<file path="config.mk">
export PLATFORM = sky130hd
export DESIGN_NAME = bitidx_gen
export DESIGN_NICKNAME = d
export VERILOG_FILES = /design/src/rtl/bitidx_gen.sv
export SDC_FILE = /design/constraint.sdc
export NUM_CORES = 1
export LEC_CHECK = 0
export CORE_MARGIN = 5
export CORE_UTILIZATION = 40
export CTS_BUF_LIST = sky130_fd_sc_hd__clkbuf_8 sky130_fd_sc_hd__clkbuf_16
export CTS_CLUSTER_DIAMETER = 60
export DETAILED_ROUTE_END_ITERATION = 10
export GPL_ROUTABILITY_DRIVEN = 0
export GPL_TIMING_DRIVEN = 0
export PLACE_DENSITY = 0.61
export SETUP_SLACK_MARGIN = 0.15
export SYNTH_ARGS = -nofsm -noshare
export SYNTH_HDL_FRONTEND = slang
export SYNTH_SLANG_ARGS = --single-unit
</file>
<file path="constraint.sdc">
create_clock -name clk -period 4 [get_ports clk]
set_clock_uncertainty 0.15 [all_clocks]
set_input_delay 0.6 -clock clk [delete_from_list [all_inputs] [get_ports clk]]
set_output_delay 0.6 -clock clk [all_outputs]
set_load 0.1 [all_outputs]
</file>
<file path="src/rtl/bitidx_gen.sv">
// bitidx_gen: enumerates the set-bit indices of an operand, one valid/ready beat per cycle.
// Optional BITIDX_REVERSE_EN adds a Rev port selecting MSB-first order.
module bitidx_gen #(
    parameter int WIDTH = 64
) (
    input  logic                     clk,
    input  logic                     reset,
    input  logic                     InValid,
    output logic                     InReady,
    input  logic [WIDTH-1:0]         A,
    input  logic                     W64,
`ifdef BITIDX_REVERSE_EN
    input  logic                     Rev,
`endif
    output logic                     OutValid,
    input  logic                     OutReady,
    output logic [$clog2(WIDTH)-1:0] Idx,
    output logic                     Last,
    output logic                     Empty,
    output logic [$clog2(WIDTH):0]   Total
);
    localparam int IW = $clog2(WIDTH);
    localparam logic [WIDTH-1:0] LO_MASK = WIDTH'(32'hFFFF_FFFF);
    localparam logic [IW:0] CNT_ONE = 1;

    typedef enum logic {IDLE, EMIT} state_t;

    state_t state, state_n;
    logic [WIDTH-1:0] r, masked;
    logic [IW:0] cnt;
    logic e, single;
    logic [IW-1:0] lo, enc;
`ifdef BITIDX_REVERSE_EN
    logic rev_q;
    logic [IW-1:0] hi;
`endif

    assign masked = (WIDTH == 64 && W64) ? (A & LO_MASK) : A;
    assign single = (r != '0) && ((r & (r - WIDTH'(1))) == '0);

    // Later matches overwrite earlier ones, so loop direction picks lowest or highest bit.
    always_comb begin
        lo = '0;
        for (int i = WIDTH - 1; i >= 0; i--)
            if (r[i]) lo = IW'(i);
`ifdef BITIDX_REVERSE_EN
        hi = '0;
        for (int i = 0; i < WIDTH; i++)
            if (r[i]) hi = IW'(i);
        enc = rev_q ? hi : lo;
`else
        enc = lo;
`endif
    end

    always_comb begin
        state_n  = state;
        InReady  = 1'b0;
        OutValid = 1'b0;
        Idx      = '0;
        Last     = 1'b0;
        Empty    = 1'b0;
        Total    = '0;
        if (state == IDLE) begin
            InReady = !reset;
            state_n = InValid ? EMIT : IDLE;
        end else begin
            OutValid = 1'b1;
            Idx      = enc;
            Last     = e || single;
            Empty    = e;
            Total    = e ? '0 : cnt;
            state_n  = (OutReady && Last) ? IDLE : EMIT;
        end
    end

    always_ff @(posedge clk) begin
        if (reset) begin
            state <= IDLE;
            r     <= '0;
            cnt   <= '0;
            e     <= 1'b0;
`ifdef BITIDX_REVERSE_EN
            rev_q <= 1'b0;
`endif
        end else begin
            state <= state_n;
            if (state == IDLE && InValid) begin
                r     <= masked;
                cnt   <= CNT_ONE;
                e     <= (masked == '0);
`ifdef BITIDX_REVERSE_EN
                rev_q <= Rev;
`endif
            end else if (state == EMIT && OutReady) begin
                if (Last) begin
                    r <= '0;
                end else begin
                    r   <= r & ~(WIDTH'(1) << enc);
                    cnt <= cnt + CNT_ONE;
                end
            end
        end
    end
endmodule

</file>
==> qor.txt <==
Outcome: finished, violations left
Failing checks: negative setup slack
Crit. End Element: primary output
Nets@finish: 966
Top_reg_cell synth: dfxtp_1
Reg2reg start: r[22]$_SDFFE_PP0P_
Root buffer cell: clkbuf_16
Residual DRC: 0
Max VDD drop: 0.285 mV
CP startpoint kind: register
EDFF count, synth: 0
Register area share after synthesis: 0.257
Max-capacitance violation count: 0
Placement Cell Area: 0.00678 sq mm
Critical path fanouts, max: 10
DR top layer: met4
Port buffer count: 85
DR vias/cell: 6.78
Mapped Nets: 823
Setup TNS: -8160 ps
Initial drt markers: 1131
CTS clk-pin slew, worst paths: 70 ps
Final setup fails: 55
Crit share post-route: 1.08
DIE HEIGHT: 129 um
Overflow after GRT: 0
Ys async rst share: 0
Worst hold slack: 349 ps
ANT cells: 0
Global-route wire length before repair: 37200 um
Final cell count without fillers: 1081
Boundary pin count: 86
Average size of a mapped cell: 7.55 sq um
Routed vias: 7324
PwrDens: 367 mW/mm^2
Clk sinks: 73
Data arrival, critical path: 3580 ps
Final WL: 25200 um
Syn-to-layout area delta: 42.1%
Post-Syn Instances: 753
Worst Setup Slack, final: -333 ps
Clock Path Buffers: 2
Max incr delay on CP: 550 ps
H-tree levels: 3
Synth cell types: 71
Required @ worst endpoint: 3250 ps
Largest net degree at the start of global routing: 14
Die area: 0.0167 sq mm
Static leakage: 2.89 nW
Final Critical Period: 4330 ps
Core Box Area: 0.0139 sq mm
Floorplan row count: 43
Layout cells sized above 1: 0.194
Most frequent cells in the layout: clkdlybuf4s50_1 (78), nand2_1 (72), nor2_1 (70), dfxtp_1 (70), a32o_1 (52)
First-pass detailed-route iteration total: 6
Initial Utilization: 0.408
Antenna violations before repair: 0
Critical path's top delay family: simple AND/OR/NAND/NOR gates
Dpl hpwl: 17900 um
Routed length on met2: 10900 um
Hold_buf cts: 0
Die Wd: 129 um
Fin util: 0.580
Design Area, Final: 0.00808 sq mm
Peak Freq: 231 MHz
Crit-path slowest cell: or4_4
GRT Total Usage: 0.287
RSZ-0062 raised after global routing: yes
CP startpoint: r[5]$_SDFFE_PP0P_
Cell area after synthesis: 0.00569 sq mm
Ys Warns: 0
Met3 WL: 3050 um
Hold_sp: cnt[6]$_SDFFE_PP0P_
Drt wl/cell: 23.3 um
Synthesized flop and latch total: 73
Final hold vios: 0
Class of the tightest hold or removal check: register to register
Final ANT Viol Nets: 0
Worst Max-Slew Pin Slew: 988 ps
Total CTS buffers: 9
Met1 WL: 10300 um
Pins Over Slew Limit: 0
Rel. slew slack: 0.339
Worst-Skew Late Latency: 360 ps
CTS tree: built
Vias in the first global route: 6636
CP Class: register to primary output
Most common cell after layout, fill and taps aside: clkdlybuf4s50_1
Dpl cells: 1018
Crit-path cells: buf_2 > or4_4 > o31ai_1 > o2111ai_2 > nor4b_4 > nand4b_1 > o31ai_4 > and2_4 > buf_12
Bufs and invs on worst path: 2
[stage by stage]
step / power [mW] / worst slack, ps
after detailed placement: 1.78 / -1650
after floorplan: 1.43 / 157
after CTS: 2.83 / -298
after global routing: 3.05 / -454
after global placement: 1.78 / -1680
final: 2.96 / -333
[worst register-to-register path, stage by stage (launching register included)]
cell and delay, ps:
dfxtp_2 310, buf_6 130, or4_4 560, nor4b_4 240, nand4_1 260, buf_4 230
o22ai_4 140, nand4_1 200, or4_4 520, buf_6 150, buf_6 100, buf_6 100
buf_6 110, nor3_4 210, buf_6 150, nor3_4 90, buf_6 190, a32o_1 260
[final timing paths]
check | end | slack [ps] | cells after the start
min reg2reg | cnt[6]$_SDFFE_PP0P_ | 350 | 2
min | cnt[6]$_SDFFE_PP0P_ | 350 | 2
max reg2reg | r[21]$_SDFFE_PP0P_ | -200 | 17
max | Last | -330 | 9
[power breakdown]
group,switching (mW),internal (mW)
Sequential,0.0413,0.765
Clock,0.355,0.609
Combinational,0.739,0.452
Total,1.14,1.83
[Yosys cell counts (13+ instances only)]
| library cell | count | area [sq um] |
|---|---|---|
| a32o_1 | 52 | 521 |
| nand3_1 | 20 | 100 |
| nor3_1 | 26 | 130 |
| o21ai_0 | 30 | 150 |
| a22o_1 | 47 | 412 |
| and2_1 | 13 | 81.3 |
| inv_1 | 19 | 71.3 |
| a21oi_1 | 30 | 150 |
| nor2_1 | 72 | 270 |
| dfxtp_1 | 73 | 1460 |
| nor4_1 | 36 | 225 |
| clkbuf_1 | 53 | 199 |
| nand2_1 | 73 | 274 |
[sequential cells by signal (all words and copies together), names as in the netlist]
register,flops
cnt,7
state,1
e,1
r,64
[final cells by class]
class                           count  area, sq um
Inverter                           20         75.1
Timing Repair Buffer              131         1290
Buffer                             73          418
Multi-Input combinational cell    588         4270
Tap cell                          180          225
Clock buffer                        9          225
Sequential cell                    73         1470
Clock inverter                      7          119
Fill cell                        1283         5860
[cell families (layout without fill, tap and decap cells)]
| group | after synthesis | in the layout | share of synthesized area |
|---|---|---|---|
| compound gates | 262 | 262 | 0.365 |
| fa+ha+maj | 2 | 2 | 0.00396 |
| buf+inv | 93 | 240 | 0.0693 |
| flops | 73 | 73 | 0.257 |
| mux | 1 | 1 | 0.00176 |
| simple gates | 322 | 323 | 0.303 |
[layer usage]
metal	global-route usage	vias to the layer above
li1	-	3257
met1	0.386	3505
met2	0.424	476
met3	0.103	86
met4	0.105	0
met5	0	-
[timing repair]
item	4_1_cts	5_1_grt
gates resized for setup	93	103
endpoints found under the setup margin	78	73
setup buffers	21	19
cloned	0	7
pin swaps	23	28
No activity file was read; power rests on OpenSTA's default activity.
